## src/rtl/sim_run_controller.sv

```systemverilog
// Run controller for processor simulation/bring-up: core reset sequencing, cycle and
// retire counting, and pass/timeout/hang detection. Hang detection is built only with RUNCTL_STALL_DET_EN.
module sim_run_controller #(
  parameter int unsigned RST_CYCLES     = 4,
  parameter int unsigned TIMEOUT_CYCLES = 1000,
  parameter int unsigned STALL_LIMIT    = 64,
  parameter int unsigned CNT_W          = 32
) (
  input  logic             clk,
  input  logic             rst,
  input  logic             halt_i,
  input  logic             retire_i,
  input  logic             restart_i,
  output logic             core_rst_o,
  output logic             running_o,
  output logic             done_o,
  output logic [1:0]       status_o,
  output logic [CNT_W-1:0] cycle_cnt_o,
  output logic [CNT_W-1:0] instr_cnt_o
);

  localparam int unsigned HOLD_W = (RST_CYCLES > 1) ? $clog2(RST_CYCLES) : 1;
  // Timeout compare is done at least 32 bits wide so a narrow counter never aliases the limit
  localparam int unsigned CMP_W  = (CNT_W > 32) ? CNT_W : 32;

  typedef enum logic [2:0] {
    RESET_HOLD,
    RUN,
    DONE_PASS,
    DONE_TIMEOUT,
    DONE_HANG
  } state_t;

  state_t            state_q, state_d;
  logic [HOLD_W-1:0] hold_q, hold_d;
  logic [CNT_W-1:0]  cycle_d, instr_d;
  logic [CNT_W-1:0]  cycle_inc, instr_inc;
  logic              timeout_hit;
  logic [1:0]        status_d;

`ifdef RUNCTL_STALL_DET_EN
  localparam int unsigned IDLE_W = $clog2(STALL_LIMIT);
  logic [IDLE_W-1:0] idle_q, idle_d;
  logic              hang_hit;

  assign hang_hit = (idle_q == IDLE_W'(STALL_LIMIT - 1)) && !retire_i;
`else
  localparam int unsigned unused_stall_limit = STALL_LIMIT;
`endif

  // Saturating increments
  assign cycle_inc   = (&cycle_cnt_o) ? cycle_cnt_o : cycle_cnt_o + CNT_W'(1);
  assign instr_inc   = (&instr_cnt_o) ? instr_cnt_o : instr_cnt_o + CNT_W'(1);
  assign timeout_hit = CMP_W'(cycle_cnt_o) == CMP_W'(TIMEOUT_CYCLES - 1);

  always_ff @(posedge clk or posedge rst) begin
    if (rst) begin
      state_q     <= RESET_HOLD;
      hold_q      <= '0;
      cycle_cnt_o <= '0;
      instr_cnt_o <= '0;
      core_rst_o  <= 1'b1;
      running_o   <= 1'b0;
      done_o      <= 1'b0;
      status_o    <= 2'b00;
    end else begin
      state_q     <= state_d;
      hold_q      <= hold_d;
      cycle_cnt_o <= cycle_d;
      instr_cnt_o <= instr_d;
      core_rst_o  <= (state_d == RESET_HOLD);
      running_o   <= (state_d == RUN);
      done_o      <= (state_d == DONE_PASS) || (state_d == DONE_TIMEOUT) || (state_d == DONE_HANG);
      status_o    <= status_d;
    end
  end

`ifdef RUNCTL_STALL_DET_EN
  always_ff @(posedge clk or posedge rst) begin
    if (rst) idle_q <= '0;
    else     idle_q <= idle_d;
  end
`endif

  always_comb begin
    state_d = state_q;
    hold_d  = hold_q;
    cycle_d = cycle_cnt_o;
    instr_d = instr_cnt_o;
`ifdef RUNCTL_STALL_DET_EN
    idle_d  = idle_q;
`endif
    if (restart_i) begin
      state_d = RESET_HOLD;
      hold_d  = '0;
      cycle_d = '0;
      instr_d = '0;
`ifdef RUNCTL_STALL_DET_EN
      idle_d  = '0;
`endif
    end else begin
      unique case (state_q)
        RESET_HOLD: begin
          if (hold_q == HOLD_W'(RST_CYCLES - 1)) begin
            state_d = RUN;
            hold_d  = '0;
          end else begin
            hold_d  = hold_q + HOLD_W'(1);
          end
        end
        RUN: begin
          cycle_d = cycle_inc;
          if (retire_i) instr_d = instr_inc;
`ifdef RUNCTL_STALL_DET_EN
          idle_d = retire_i ? '0 : idle_q + IDLE_W'(1);
`endif
          if (halt_i)           state_d = DONE_PASS;
          else if (timeout_hit) state_d = DONE_TIMEOUT;
`ifdef RUNCTL_STALL_DET_EN
          else if (hang_hit)    state_d = DONE_HANG;
`endif
        end
        DONE_PASS, DONE_TIMEOUT, DONE_HANG: ;
        default: state_d = RESET_HOLD;
      endcase
    end
  end

  // Status follows the state being entered so it is registered alongside it
  always_comb begin
    status_d = 2'b00;
    case (state_d)
      DONE_PASS:    status_d = 2'b01;
      DONE_TIMEOUT: status_d = 2'b10;
      DONE_HANG:    status_d = 2'b11;
      default:      status_d = 2'b00;
    endcase
  end

endmodule

```

## config.mk

```make
export PLATFORM = sky130hd
export DESIGN_NAME = sim_run_controller
export DESIGN_NICKNAME = d
export VERILOG_FILES = /design/src/rtl/sim_run_controller.sv
export SDC_FILE = /design/constraint.sdc
export NUM_CORES = 1
export LEC_CHECK = 0
export CAP_MARGIN = 20
export CORE_MARGIN = 1
export CORE_UTILIZATION = 35
export CTS_CLUSTER_SIZE = 40
export DETAILED_ROUTE_END_ITERATION = 7
export GPL_TIMING_DRIVEN = 1
export PLACE_DENSITY = 0.53
export SYNTH_ARGS = -nofsm -noshare
export SYNTH_HDL_FRONTEND = slang
export SYNTH_SLANG_ARGS = --single-unit
```

## constraint.sdc

```tcl
create_clock -name clk -period 6.2 [get_ports clk]
set_clock_uncertainty 0.05 [all_clocks]
set_input_delay 1.55 -clock clk [delete_from_list [all_inputs] [get_ports clk]]
set_output_delay 1.55 -clock clk [all_outputs]
set_load 0.02 [all_outputs]
```

==> impl_results.md, run 1 <==
- RSZ-0062 raised after global routing: no
- Failing checks: DRC
- Final-layout fill cell count: 1146
- Sequential cell area: 1850 µm²
- Fin cells: 663
- Top_reg_cell synth: dfrtp_1
- GPL Wtd Cong: 0.775
- Fmax: 281 MHz
- Worst-margin pin slew: 939 ps
- Dominant cells by area after synthesis: dfrtp_1, a21oi_1, nor2_1, nand4_1, o31ai_1
- Post-synth EDFFs: 0
- Post-route cell area: 5300 µm²
- Post-route antenna net violation count: 0
- WP buf/inv: 1
- # Max-Cap Violations: 0
- Reg clk slew, reported paths: 60 ps
- Syn Area/Cell: 9.32 µm²
- Largest net degree at the start of global routing: 74
- Layout area overhead: 25.6%
- Setup TNS: 0 ps
- Top-area cell type share of the netlist area: 43.3%
- Worst slew margin: 36.9%
- DR pass1 iterations: 6
- Post-CTS sizing: 0
- Vias in the first global route: 3606
- Via count: 3768
- Final hold violations: 0
- Ant diodes: 0
- Min cycle time layout: 3560 ps
- Mapped Cells: 453
- PwrDens: 194 nW/µm²
- Row Count: 39
- Die Y: 112 µm
- Placed cell area: 5030 µm²
- Dpl cells: 647
- Post-DP HPWL: 7540 µm
- Die Wd: 112 µm
- Drt drc: 6
- Number of buffers created by CTS: 9
- Hold Slack: 481 ps
- Worst path required time: 6400 ps
- Final nets: 523
- R2r setup slk: 3450 ps
- P_leak: 0.00194 µW
- Clock net sink count: 74
- Register area share after synthesis: 43.9%
- Die ar.: 12500 µm²
- Fraction of the cycle the final worst path needs: 57.4%
- Fin. max-slew vios: 0
- Starting Density: 36.5%
- WP data arrival: 3760 ps
- Most frequent cells in the layout: dfrtp_1, clkdlybuf4s50_1, nor2_1, a21oi_1, nand4_1
- Area leader, netlist: dfrtp_1
- Max VDD drop: 0.0909 mV
- Clock latency on the worst-skew pair: 330 ps
- # setup viols final: 0
- Top Family by Delay on Critical Path: simple AND/OR/NAND/NOR gates
- # IOs: 74
- Root Driver: clkbuf_16
- CTS tree: built
- Unique cell type count in the Yosys netlist: 57
- Max clock buf depth: 2
- Global-route wire length before repair: 18900 µm
- Port bufs: 73
- FF+latch count, synth: 74
- Syn_nets: 461
- Final WL: 11100 µm
- Commonest non-fill, non-tap cell in the layout: dfrtp_1
- Core area: 11600 µm²
- Avg WL per Cell: 16.7 µm
- Post-CTS setup buffers: 0
- Share of layout cells above drive strength 1: 7.31%
- Iter 0 DRT Violations: 169
- Startpoint types: input port
- Slowest cell on the critical path: nor4_4
- H-tree depth: 3
- Vias/cell: 5.68
- Area occupied by multi-input gates: 2190 µm²
- Crit-path max cell delay: 580 ps
- Min-Delay Path Class: reg -> reg
- Async S/R FF share, synth: 100%
- Gr ovfl total: 0
- Worst-path cell chain: clkdlybuf4s50_1 -> nand4bb_1 -> nor4_4 -> nand3b_4 -> or4_1 -> a21oi_1
- Synth warn: 0
- GRT Util Overall: 19.0%
- Mapped cell area: 4220 µm²
- Setup CP Type: in -> reg
- Hold buffer count at CTS: 0
- Max FO, Critical Path: 11
- Initial antenna violation count: 0
- Worst Setup End Kind: flip-flop
- Outcome: finished with violations
[flip-flops by register name (all words and copies together), names as in the netlist]
signal and cells:
status_o 2, running_o 1, done_o 1, state_q 3
instr_cnt_o 32, cycle_cnt_o 32, hold_q 2, core_rst_o 1
[worst reg2reg max path, cell delays in order (launching register included)]
cell	delay, ps
dfrtp_1	430
nand4_1	380
or4_4	670
nor3_1	760
or4_1	230
a21oi_1	70
[through the flow]
stage | setup slack [ps] | utilization (%) | total power, µW
floorplan | 2720 | - | 542
global placement | 2400 | 43.5 | 561
detailed placement | 2270 | 43.5 | 562
CTS | 2640 | 45.9 | 1050
global route | 2500 | 45.9 | 1080
finish | 2640 | 45.9 | 1030
[per-layer routing]
| metal | track usage [%] | part of all wire (%) |
|---|---|---|
| met5 | 0 | 0 |
| met4 | 6.40 | 1.1 |
| met3 | 3.92 | 4.6 |
| met2 | 29.4 | 47 |
| met1 | 26.4 | 48 |
[worst paths after layout]
check                                 from         endpoint  depth (start not counted)
setup / recovery                  retire_i  instr_cnt_o[30]                          6
hold / removal                   hold_q[1]        hold_q[1]                          2
setup reg to reg           instr_cnt_o[21]  instr_cnt_o[25]                          5
hold reg to reg                  hold_q[1]        hold_q[1]                          2
max in group asynchronous              rst   cycle_cnt_o[6]                          3
min in group asynchronous              rst      status_o[0]                          2
[where the power goes]
| part | switching, µW | total, µW | internal, µW |
|---|---|---|---|
| logic | 36.2 | 54.4 | 18.3 |
| registers | 6.99 | 497 | 490 |
| clock network | 209 | 478 | 269 |
| total | 252 | 1030 | 777 |
[cells by family (layout without fill, tap and decap cells)]
| kind of cell | count (synthesis) | after routing | share of synthesized area [%] |
|---|---|---|---|
| and+or+nand+nor | 205 | 205 | 28.9 |
| AOI/OAI and AO/OA | 102 | 102 | 15.9 |
| DFF | 74 | 74 | 43.9 |
| buffers and inverters | 41 | 108 | 4.36 |
| xor gates and xnor gates | 23 | 23 | 4.77 |
| muxes | 5 | 5 | 1.27 |
| adders and majority gates | 3 | 3 | 0.889 |
[area by class of cell]
type / count / area share [%]
Inverter: 16 / 1.13
Sequential cell: 74 / 34.9
Tap cell: 143 / 3.37
Clock buffer: 9 / 4.25
Timing Repair Buffer: 76 / 14.1
Clock inverter: 7 / 0.873
Multi-Input combinational cell: 338 / 41.3
[cells in the mapped netlist (6+ instances only)]
master	instances
xnor2_1	13
o21ai_0	21
nand2_1	21
or3_1	21
a21oi_1	36
nor3_1	12
buf_2	6
clkbuf_1	15
dfrtp_1	73
or4_1	17
xor2_1	10
nor2_1	42
nand3_1	19
and4_1	8
nand4_1	23
o31ai_1	19
and3_1	7
nor4_1	10
inv_1	16
No activity file was read; power rests on OpenSTA's default activity.
==> inputs of run 2 (changes only) <==
--- a/config.mk
+++ b/config.mk
@@ -11,7 +11,7 @@
 export CTS_CLUSTER_SIZE = 40
 export DETAILED_ROUTE_END_ITERATION = 7
 export GPL_TIMING_DRIVEN = 1
-export PLACE_DENSITY = 0.53
+export PLACE_DENSITY = 0.55
 export SYNTH_ARGS = -nofsm -noshare
 export SYNTH_HDL_FRONTEND = slang
 export SYNTH_SLANG_ARGS = --single-unit
==> constraint.sdc (replaced) <==
create_clock -name clk -period 3.21 [get_ports clk]
set_clock_uncertainty 0.05 [all_clocks]
set_input_delay 0.8025 -clock clk [delete_from_list [all_inputs] [get_ports clk]]
set_output_delay 0.8025 -clock clk [all_outputs]
set_load 0.02 [all_outputs]
==> run 2 against run 1 <==
The flow still finishes with violations (DRC). First-iteration DRC count is 28% higher. Final cell count up 0.90%. Sequential share of layout area decreased by 0.42 points. Core utilization increased by 0.56 points. Critical path type unchanged. Register-to-register slack got worse by 2700 ps. Largest cell class unchanged. Die area stayed put. Count of clock-buffer cells in the layout rose by 3. Combinational power up 110%. Power rose by 95%. Critical path depth stayed put. Worst setup slack worse by 2100 ps. Global-route usage is 0.23 points lower.
==> impl_results.md, run 2 (synthesis gave the netlist of run 1 again) <==
- GPL Wtd Cong: 0.844 (was 0.775)
- P_leak: 0.00199 µW (was 0.00194 µW)
- Largest net degree at the start of global routing: 73 (was 74)
- Starting Density: 36.5% (unchanged)
- Worst Setup End Kind: flip-flop (unchanged)
- Vias in the first global route: 3617 (was 3606)
- WP data arrival: 2830 ps (was 3760 ps)
- Reg clk slew, reported paths: 60 ps (about the same)
- # IOs: 74 (unchanged)
- Row Count: 39 (unchanged)
- Worst slew margin: 46.8% (was 36.9%)
- Fin. max-slew vios: 0 (unchanged)
- Fmax: 380 MHz
- WP buf/inv: 1 (unchanged)
- GRT Util Overall: 18.8% (was 19.0%)
- Post-CTS sizing: 0 (unchanged)
- Root Driver: clkbuf_16 (unchanged)
- Outcome: finished with violations (unchanged)
- Setup CP Type: in -> reg (unchanged)
- # Max-Cap Violations: 0 (unchanged)
- Clock latency on the worst-skew pair: 340 ps (was 330 ps)
- Startpoint types: input port (unchanged)
- Commonest non-fill, non-tap cell in the layout: dfrtp_1 (unchanged)
- Global-route wire length before repair: 18600 µm (was 18900 µm)
- Failing checks: DRC (unchanged)
- Post-route antenna net violation count: 0 (unchanged)
- Post-route cell area: 5370 µm² (was 5300 µm²)
- Final nets: 530 (was 523)
- Sequential cell area: 1850 µm² (unchanged)
- Crit-path max cell delay: 530 ps (was 580 ps)
- RSZ-0062 raised after global routing: no (unchanged)
- Worst path required time: 3410 ps (was 6400 ps)
- Fraction of the cycle the final worst path needs: 81.9%
- Max VDD drop: 0.229 mV (was 0.0909 mV)
- Die Y: 112 µm (unchanged)
- Slowest cell on the critical path: clkdlybuf4s50_1 (was nor4_4)
- Post-CTS setup buffers: 0 (unchanged)
- R2r setup slk: 740 ps (was 3450 ps)
- Port bufs: 73 (unchanged)
- Vias/cell: 5.67 (was 5.68)
- Top Family by Delay on Critical Path: simple AND/OR/NAND/NOR gates (unchanged)
- Worst r2r path cells: 4 (was 5)
- Crit. Startpoint: retire_i (unchanged)
- Core area: 11600 µm² (unchanged)
- CP Capture Point: instr_cnt_o[26] (was instr_cnt_o[30])
- Worst R2R End: cycle_cnt_o[30] (was instr_cnt_o[25])
- Die Wd: 112 µm (unchanged)
- Max clock buf depth: 2 (unchanged)
- DR pass1 iterations: 7 (was 6)
- Layout area overhead: 27.1% (was 25.6%)
- Iter 0 DRT Violations: 216 (was 169)
- Most frequent cells in the layout: dfrtp_1, clkdlybuf4s50_1, nor2_1, a21oi_1, nand4_1 (unchanged)
- Worst-path cell chain: clkdlybuf4s50_1 -> nand4bb_1 -> nor4_4 -> nand3b_4 -> or4_1 -> a21oi_1 (unchanged)
- Share of layout cells above drive strength 1: 8.17% (was 7.31%)
- Avg WL per Cell: 16.6 µm (was 16.7 µm)
- Number of buffers created by CTS: 9 (unchanged)
- Setup TNS: 0 ps (unchanged)
- Biggest regs: cycle_cnt_o x32, instr_cnt_o x32, state_q x3 (unchanged)
- Post-DP HPWL: 7680 µm (was 7540 µm)
- Worst-margin pin slew: 797 ps (was 939 ps)
- Final hold violations: 0 (unchanged)
- Levels on crit path: 6 (unchanged)
- Final-layout fill cell count: 1154 (was 1146)
- Initial antenna violation count: 0 (unchanged)
- Ant diodes: 0 (unchanged)
- Min-Delay Path Class: reg -> reg (unchanged)
- Area occupied by multi-input gates: 2190 µm² (unchanged)
- Clock net sink count: 74 (unchanged)
- Max FO, Critical Path: 11 (unchanged)
- CTS tree: built (unchanged)
- Placed cell area: 5100 µm² (was 5030 µm²)
- PwrDens: 375 nW/µm² (was 194 nW/µm²)
- Drt drc: 7 (was 6)
- Final WL: 11100 µm (about the same)
- Hold buffer count at CTS: 0 (unchanged)
- Via count: 3796 (was 3768)
- Crit Reg-Reg Startpoint: state_q[0] (was instr_cnt_o[21])
- Gr ovfl total: 0 (unchanged)
- H-tree depth: 3 (unchanged)
- Die ar.: 12500 µm² (unchanged)
- Min cycle time layout: 2630 ps
- # setup viols final: 0 (unchanged)
-- run 2: cell count changes in the layout (fill, tap and decap cells not counted) --
cell	change
buf_12	+1
buf_4	+6
clkbuf_1	+1
clkbuf_8	+2
clkinv_4	-1
clkinvlp_4	-3
-- run 2: worst min path at each step --
stage	from	endpoint	slack [ps]	depth (start not counted)
floorplan	hold_q[1]	hold_q[1]	440	2
global placement	hold_q[1]	hold_q[1]	460	2
detailed placement	hold_q[1]	hold_q[1]	480	2
CTS	hold_q[1]	hold_q[1]	490	2
global route	hold_q[0]	hold_q[0]	530	2
finish	hold_q[1]	hold_q[1]	480	2
-- run 2: metrics by stage --
stage / std cells / total power (µW) / hold slack (ps) / util [%] / setup WS, ps
2_1_floorplan: 453 / 1050 / 440 / - / 478
3_3_place_gp: 654 / 1090 / 459 / 44.1 / 281
3_5_place_dp: 654 / 1090 / 479 / 44.1 / 221
4_1_cts: 669 / 2040 / 491 / 46.4 / 574
5_1_grt: 669 / 2110 / 532 / 46.4 / 421
6_report: 669 / 2010 / 484 / 46.4 / 581
-- run 2: power by group --
part | leakage [µW] | switching, µW | internal (µW)
Clock | 0.000138 | 381 | 557
Sequential | 0.00103 | 12.1 | 947
Combinational | 0.000819 | 72.6 | 41.4
-- run 2: worst register-to-register path: cells and delay by family, from the launching register on --
| family | cells | cell delay (ps) |
|---|---|---|
| muxes | 1 | 380 |
| AOI/OAI and AO/OA | 1 | 390 |
| DFF | 1 | 500 |
| and+or+nand+nor | 2 | 1030 |
-- run 2: layout make-up --
type / count / share of cell area [%]
Clock inverter: 3 / 0.280
Sequential cell: 74 / 34.5
Inverter: 16 / 1.12
Tap cell: 143 / 3.33
Multi-Input combinational cell: 338 / 40.8
Timing Repair Buffer: 83 / 15.1
Clock buffer: 12 / 4.78
-- run 2: per-layer routing --
metal	part of all wire (%)	global-route usage, %	routed length, µm	vias to the layer above
met5	0	0	0	-
met4	0.93	5.95	103	0
met3	3.0	4.30	332	8
met2	48	30.1	5320	69
met1	48	25.1	5320	1870
li1	-	-	-	1849
